## config.mk

```make
export PLATFORM = sky130hd
export DESIGN_NAME = button_debouncer_flat
export DESIGN_NICKNAME = d
export VERILOG_FILES = /design/src/rtl/button_debouncer_pkg.sv /design/src/rtl/button_debouncer_if.sv /design/src/rtl/button_debouncer_sync_2ff.sv /design/src/rtl/button_debouncer.sv /design/src/flat_wrapper.sv
export SDC_FILE = /design/constraint.sdc
export NUM_CORES = 1
export LEC_CHECK = 0
export CAP_MARGIN = 20
export CORE_MARGIN = 5
export CORE_UTILIZATION = 30
export CTS_BUF_LIST = sky130_fd_sc_hd__clkbuf_8
export CTS_CLUSTER_SIZE = 24
export DETAILED_ROUTE_END_ITERATION = 6
export PLACE_DENSITY = 0.49
export REMOVE_ABC_BUFFERS = 1
export SYNTH_ARGS = -nofsm -noshare
export SYNTH_HDL_FRONTEND = slang
export SYNTH_HIERARCHICAL = 1
export SYNTH_SLANG_ARGS = --single-unit
export TNS_END_PERCENT = 100
```

## constraint.sdc

```tcl
create_clock -name clk -period 2 [get_ports clk]
set_input_delay 0.4 -clock clk [delete_from_list [all_inputs] [get_ports clk]]
set_output_delay 0.4 -clock clk [all_outputs]
set_load 0.02 [all_outputs]
```

## src/rtl/button_debouncer_pkg.sv

```systemverilog
// Shared definitions for the push-button debouncer and the downstream counter stage.
// Holds the FSM state encoding and the 12 MHz board timing defaults.
// No logic here; constants and a small helper only.
package button_debouncer_pkg;

   typedef enum logic [1:0] {
      RELEASED     = 2'd0,
      PRESS_WAIT   = 2'd1,
      HELD         = 2'd2,
      RELEASE_WAIT = 2'd3
   } state_t;

   // Board clock and the default debounce / auto-repeat timings derived from it.
   localparam int DEF_CLK_HZ        = 12_000_000;
   localparam int DEF_STABLE_CYCLES = DEF_CLK_HZ / 20;  // 50 ms
   localparam int DEF_REPEAT_DELAY  = DEF_CLK_HZ / 2;   // 500 ms
   localparam int DEF_REPEAT_PERIOD = DEF_CLK_HZ / 10;  // 100 ms

   function automatic int max_int(input int a, input int b);
      return (a > b) ? a : b;
   endfunction

endpackage

```

## src/rtl/button_debouncer_if.sv

```systemverilog
// Button pin and conditioned outputs bundled between the board side and the debouncer.
// Purely wiring; no latency.
// No flow control: the pin is free-running and the outputs are level/pulse signals.
interface button_debouncer_if;
   logic pmod;           // raw pin, active-low, asynchronous
   logic pressed;        // debounced level
   logic press;          // one-cycle press (and repeat) pulse
   logic release_pulse;  // one-cycle release pulse ("release" is a reserved word)

   modport master (output pmod, input pressed, input press, input release_pulse);
   modport slave  (input pmod, output pressed, output press, output release_pulse);
endinterface

```

## src/rtl/button_debouncer_sync_2ff.sv

```systemverilog
// Generic two-flop synchronizer for asynchronous PMOD inputs.
// Latency: 2 clk cycles from input to q.
// No backpressure; samples every cycle, both stages reset to 0.
module sync_2ff (
   input  logic clk,
   input  logic rst,
   input  logic d,
   output logic q
);
   logic meta;

   // Two-stage capture of the asynchronous input; both stages clear on reset.
   always_ff @(posedge clk) begin
      if (rst) begin
         meta <= 1'b0;
         q    <= 1'b0;
      end else begin
         meta <= d;
         q    <= meta;
      end
   end
endmodule

```

## src/rtl/button_debouncer.sv

```systemverilog
// Debounces the active-low PMOD button into a level plus press/release pulses.
// Latency: STABLE_CYCLES+2 cycles from the first edge sampling the new pin level.
// No backpressure; optional auto-repeat under BUTTON_DEBOUNCER_AUTOREPEAT_EN.
module button_debouncer
   import button_debouncer_pkg::*;
#(
   parameter int STABLE_CYCLES = DEF_STABLE_CYCLES,
   parameter int REPEAT_DELAY  = DEF_REPEAT_DELAY,
   parameter int REPEAT_PERIOD = DEF_REPEAT_PERIOD
) (
   input logic               clk,
   input logic               rst,
   button_debouncer_if.slave bus
);
   localparam int CW = $clog2(STABLE_CYCLES + 1);
   localparam logic [CW-1:0] CNT_LAST = CW'(STABLE_CYCLES - 1);

   logic          raw_s;
   state_t        state_q, state_d;
   logic [CW-1:0] cnt_q, cnt_d;
   logic          pressed_q, pressed_d;
   logic          press_q, press_d, press_nxt;
   logic          rel_q, rel_d;

   // Pin is inverted before synchronizing so raw_s=1 means "button down".
   sync_2ff u_sync (
      .clk (clk),
      .rst (rst),
      .d   (~bus.pmod),
      .q   (raw_s)
   );

   // Next-state logic: a transition is accepted only after the counter sees a full stable run.
   always_comb begin
      state_d   = state_q;
      cnt_d     = cnt_q;
      pressed_d = pressed_q;
      press_d   = 1'b0;
      rel_d     = 1'b0;
      case (state_q)
         RELEASED: begin
            if (raw_s) begin
               state_d = PRESS_WAIT;
               cnt_d   = '0;
            end
         end
         PRESS_WAIT: begin
            if (!raw_s) begin
               state_d = RELEASED;
            end else if (cnt_q == CNT_LAST) begin
               state_d   = HELD;
               press_d   = 1'b1;
               pressed_d = 1'b1;
            end else begin
               cnt_d = cnt_q + 1'b1;
            end
         end
         HELD: begin
            if (!raw_s) begin
               state_d = RELEASE_WAIT;
               cnt_d   = '0;
            end
         end
         RELEASE_WAIT: begin
            if (raw_s) begin
               state_d = HELD;
            end else if (cnt_q == CNT_LAST) begin
               state_d   = RELEASED;
               rel_d     = 1'b1;
               pressed_d = 1'b0;
            end else begin
               cnt_d = cnt_q + 1'b1;
            end
         end
         default: state_d = RELEASED;
      endcase
   end

`ifdef BUTTON_DEBOUNCER_AUTOREPEAT_EN
   localparam int RW = $clog2(max_int(REPEAT_DELAY, REPEAT_PERIOD) + 1);

   logic [RW-1:0] rcnt_q, rcnt_d, rthr;
   logic          rphase_q, rphase_d;  // 0: waiting for first repeat, 1: periodic repeats
   logic          holding, rep_fire;

   // Repeat timer runs while the button is accepted as down; a repeat colliding with release acceptance is dropped.
   always_comb begin
      holding  = (state_q == HELD) || (state_q == RELEASE_WAIT);
      rthr     = rphase_q ? RW'(REPEAT_PERIOD - 1) : RW'(REPEAT_DELAY - 1);
      rcnt_d   = rcnt_q;
      rphase_d = rphase_q;
      rep_fire = 1'b0;
      if (press_d) begin
         rcnt_d   = '0;
         rphase_d = 1'b0;
      end else if (holding) begin
         if (rcnt_q == rthr) begin
            rep_fire = !rel_d;
            rcnt_d   = '0;
            rphase_d = 1'b1;
         end else begin
            rcnt_d = rcnt_q + 1'b1;
         end
      end
   end

   // Repeat timer registers.
   always_ff @(posedge clk) begin
      if (rst) begin
         rcnt_q   <= '0;
         rphase_q <= 1'b0;
      end else begin
         rcnt_q   <= rcnt_d;
         rphase_q <= rphase_d;
      end
   end

   assign press_nxt = press_d | rep_fire;
`else
   logic unused_repeat_cfg;
   assign unused_repeat_cfg = (REPEAT_DELAY >= 1) && (REPEAT_PERIOD >= 1);
   assign press_nxt = press_d;
`endif

   // State, counter and registered outputs; reset abandons any qualification silently.
   always_ff @(posedge clk) begin
      if (rst) begin
         state_q   <= RELEASED;
         cnt_q     <= '0;
         pressed_q <= 1'b0;
         press_q   <= 1'b0;
         rel_q     <= 1'b0;
      end else begin
         state_q   <= state_d;
         cnt_q     <= cnt_d;
         pressed_q <= pressed_d;
         press_q   <= press_nxt;
         rel_q     <= rel_d;
      end
   end

   assign bus.pressed       = pressed_q;
   assign bus.press         = press_q;
   assign bus.release_pulse = rel_q;
endmodule

```

## src/flat_wrapper.sv

```systemverilog
// flat-port wrapper written by rule: the top's interface ports become plain ports
module button_debouncer_flat import button_debouncer_pkg::*;
#(
   parameter int STABLE_CYCLES = DEF_STABLE_CYCLES,
   parameter int REPEAT_DELAY  = DEF_REPEAT_DELAY,
   parameter int REPEAT_PERIOD = DEF_REPEAT_PERIOD
)
  (clk, rst, bus_pmod, bus_pressed, bus_press, bus_release_pulse);
  button_debouncer_if bus_i ();
  input logic clk;
  input logic rst;
  input wire logic [$bits(bus_i.pmod)-1:0] bus_pmod;
  output wire logic [$bits(bus_i.pressed)-1:0] bus_pressed;
  output wire logic [$bits(bus_i.press)-1:0] bus_press;
  output wire logic [$bits(bus_i.release_pulse)-1:0] bus_release_pulse;
  assign bus_i.pmod = bus_pmod;
  assign bus_pressed = bus_i.pressed;
  assign bus_press = bus_i.press;
  assign bus_release_pulse = bus_i.release_pulse;
  button_debouncer #(.STABLE_CYCLES(STABLE_CYCLES), .REPEAT_DELAY(REPEAT_DELAY), .REPEAT_PERIOD(REPEAT_PERIOD)) u_core (.clk(clk), .rst(rst), .bus(bus_i));
endmodule
```

==> flow_metrics.py <==
metrics = {
    "cells_and_area": {
        "design_area_um2": 1670,
        "design.final.nets": 187,
        "signed_area_change_from_the_synthesized_netlist_to_the_final_layout_pct": 18.7,
        "antenna_cells_inserted": 0,
        "drive_gt1_share_pct": 20.9,
    },
    "route": {
        "average_wire_length_per_cell_after_detail_routing_um": 16.1,
        "wl_met1_um": 1730,
        "num_vias": 1361,
        "starting_drc_count_in_detailed_routing": 76,
        "vias_per_cell": 5.82,
        "met3_length_um": 140,
        "top_signal_layer_used": "met4",
        "route.antenna.remaining_nets": 0,
        "route.detailed.drc": 0,
        "dr_wl_met2_um": 1870,
        "detail_route.first_pass.iterations": 4,
        "finalWirelength_um": 3770,
    },
    "clocking": {
        "cts_buffers": 3,
        "h-tree-depth": 1,
        "cts-hold-fix-buffers": 0,
        "cts_post_setup_buffers_inserted": 0,
        "worst_skew_pair.late_latency_ps": 270,
        "cts_sinks": 27,
        "cts_tree": "done",
        "clk_path_buf_depth": 2,
        "clk_pin_slew_ps": 100,
        "cts-root-buf": "sky130_fd_sc_hd__clkbuf_8",
    },
    "synth": {
        "postSynthCellCount": 171,
        "synth_top_cell_by_area": "sky130_fd_sc_hd__dfxtp_1",
        "post-synth-top-area-fraction_pct": 38.5,
        "ys_dominant_reg_cell": "sky130_fd_sc_hd__dfxtp_1",
        "synth_top_cells_by_area": "sky130_fd_sc_hd__dfxtp_1, sky130_fd_sc_hd__a21oi_1, sky130_fd_sc_hd__o21ai_0",
        "synthArstFlopShare_pct": 0,
        "postSynthRegisterBits": 27,
        "syn_area_um2": 1400,
        "synth_seq_area_share_pct": 38.5,
        "syn-mean-instance-area_um2": 8.21,
        "count_of_warnings_emitted_by_yosys": 6,
        "netlist-cell-type-count": 42,
        "synth_edf_count": 0,
    },
    "power": {
        "power_mw": 0.926,
        "power.share.clock_pct": 33.9,
        "flop_pwr_share_pct": 59.3,
        "power.leakage_nw": 0.522,
        "combinationalPowerShare_pct": 6.9,
        "peakVddDrop_uv": 256,
        "netSwitchingPower_mw": 0.215,
        "switching_share_pct": 23.2,
        "power-per-cell-area_nw_per_um2": 556,
        "internal_power_mw": 0.711,
    },
    "floorplan": {
        "floorplan.initialDensity_pct": 31.6,
        "die_y_um": 78.4,
        "fp.dieW_um": 78.4,
        "coreArea_um2": 4440,
        "ios": 6,
        "num_rows": 24,
        "die-area_um2": 6150,
    },
    "grt": {
        "globalRouteOverflowTotal": 0,
        "antenna_found_initial": 0,
        "grtUsageTotal_pct": 12.8,
        "number_of_global_route_vias_before_repair": 1362,
        "grt_pass1_wl_um": 6370,
        "grt_start_max_net_pins": 16,
    },
    "timing": {
        "finalSetupViolations": 0,
        "final_hold_vio_count": 0,
        "timing.final.crit_period_ps": 1920,
        "rsz0062_at_grt": "true",
        "max_slew_margin_pct": 64.5,
        "timing.clock.skew_ps": 8.22,
        "achievable-frequency_mhz": 521,
        "final_max_slew_viol_count": 0,
        "tightestPinTransition_ps": 529,
        "min_period_over_period_pct": 95.9,
    },
    "setup_path": {
        "worst-path-max-fanout": 11,
        "worst-setup-path-type": "reg2reg",
        "start_kind": "register",
        "cp.arrival_ps": 2130,
        "cp.buffers_inverters": 1,
        "crit_chain": "ha_2 -> and3_2 -> nand3_1 -> o211ai_1 -> buf_4 -> or4_4 -> a21oi_2",
        "critical_path.endpoint_type": "register",
        "timing.critical_path.slowest_cell_delay_ps": 490,
        "slowest_stage": "sky130_fd_sc_hd__or4_4",
        "cp_top_family": "simple AND/OR/NAND/NOR gates",
        "cp.required_ps": 2220,
    },
    "run": {
        "timing.max_cap.violations": 0,
    },
    "hold_path": {
        "min_path_type": "reg2reg",
    },
    "placed_design": {
        "gpl_wtd_cong": 0.823,
        "port_buffers": 5,
        "hpwl_um": 2710,
        "placement.cell_area_um2": 1560,
    },
    "run_status": {
        "status": "finished, final reports clean",
    },
}
[layout by cell type, fill, tap and decap left out, types with 2 or more instances in the layout]
master and count:
sky130_fd_sc_hd__nor2b_1 2, sky130_fd_sc_hd__or3_4 2, sky130_fd_sc_hd__nor3_1 3, sky130_fd_sc_hd__a22oi_1 2, sky130_fd_sc_hd__nand3b_1 2, sky130_fd_sc_hd__inv_1 3
sky130_fd_sc_hd__clkbuf_8 3, sky130_fd_sc_hd__nand3_1 5, sky130_fd_sc_hd__nor2_1 14, sky130_fd_sc_hd__clkdlybuf4s50_1 5, sky130_fd_sc_hd__o21a_1 4, sky130_fd_sc_hd__dfxtp_1 24
sky130_fd_sc_hd__a2bb2oi_1 2, sky130_fd_sc_hd__a21oi_1 16, sky130_fd_sc_hd__dfxtp_2 3, sky130_fd_sc_hd__o21ai_0 13, sky130_fd_sc_hd__or2_2 2, sky130_fd_sc_hd__or4_1 4
sky130_fd_sc_hd__mux2i_1 5, sky130_fd_sc_hd__buf_4 11, sky130_fd_sc_hd__or3_1 5, sky130_fd_sc_hd__a31oi_1 2, sky130_fd_sc_hd__nor4b_2 3, sky130_fd_sc_hd__and2_1 2
sky130_fd_sc_hd__o31ai_1 2, sky130_fd_sc_hd__nand2_1 13, sky130_fd_sc_hd__a21oi_2 2, sky130_fd_sc_hd__nand4_1 9
[power by group through the flow]
stage | Sequential (mW) | Clock [mW] | Combinational [mW]
6_report | 0.549 | 0.314 | 0.0635
3_3_place_gp | 0.561 | 0 | 0.0602
4_1_cts | 0.549 | 0.335 | 0.0617
5_1_grt | 0.550 | 0.349 | 0.0689
2_1_floorplan | 0.565 | 0 | 0.0206
3_5_place_dp | 0.561 | 0 | 0.0612
[metal layers]
| layer | global-route usage (%) | vias to the layer above |
|---|---|---|
| li1 | - | 659 |
| met1 | 16.4 | 672 |
| met2 | 21.1 | 26 |
| met3 | 3.20 | 4 |
| met4 | 3.85 | 0 |
| met5 | 0 | - |
[state kept, by name, indices dropped and copies added, names as in the netlist, named ones only]
| register | count |
|---|---|
| u_core/cnt_q | 20 |
| u_core/bus.press | 1 |
| u_core/bus.pressed | 1 |
| u_core/bus.release_pulse | 1 |
| u_core/state_q | 1 |
| u_core/u_sync/meta | 1 |
| u_core/u_sync/q | 1 |
[what timing repair did]
action,CTS,global route
gates cloned,0,1
resized for setup,3,12
pin swaps,0,0
endpoints found under the setup margin,2,14
[metrics by stage]
step | std cells | setup TNS, ps | setup WS [ps] | utilization, % | hold WS (ps)
after floorplan | 161 | -8170 | -482 | - | 414
after global placement | 229 | 0 | 79.9 | 35.1 | 447
after detailed placement | 229 | -96.7 | -96.7 | 35.1 | 453
after CTS | 233 | 0 | 3.49 | 36.5 | 469
after global routing | 234 | -15.8 | -13.9 | 37.5 | 485
final | 234 | 0 | 81.0 | 37.5 | 461
[cells in the mapped netlist (all sizes together) (5+ instances only)]
cell type / count
a21oi: 18
buf: 5
clkbuf: 5
dfxtp: 27
mux2i: 5
nand2: 13
nand3: 5
nand4: 9
nor2: 14
o21ai: 14
or3: 8
or4: 5
[path summary, 6_finish.rpt]
kind | start | slack [ps] | endpoint | cells after the start
max | u_core/cnt_q[0] | 80 | u_core/cnt_q[14] | 7
min reg2reg | u_core/u_sync/meta | 460 | u_core/u_sync/q | 1
max reg2reg | u_core/cnt_q[0] | 80 | u_core/cnt_q[14] | 7
min | u_core/u_sync/meta | 460 | u_core/u_sync/q | 1
[area by class of cell]
class                   count  area, um2
inverters                   3       11.3
repair buffers             17        138
clock inverters             1       5.00
flip-flops and latches     27        544
multi-input cells         131        862
clock buffers               3       41.3
fillers                   458       2780
well taps                  52       65.1
[cell families after synthesis]
group | synth area share, %
AND/OR/NAND/NOR | 32.0
AO/OA/AOI/OAI | 19.3
multiplexers | 3.57
buffers and inverters | 3.92
adder cells (fa/ha/maj) | 0.891
flip-flops | 38.5
XOR/XNOR | 1.78
Note: power is estimated with default switching activity, not from simulation.
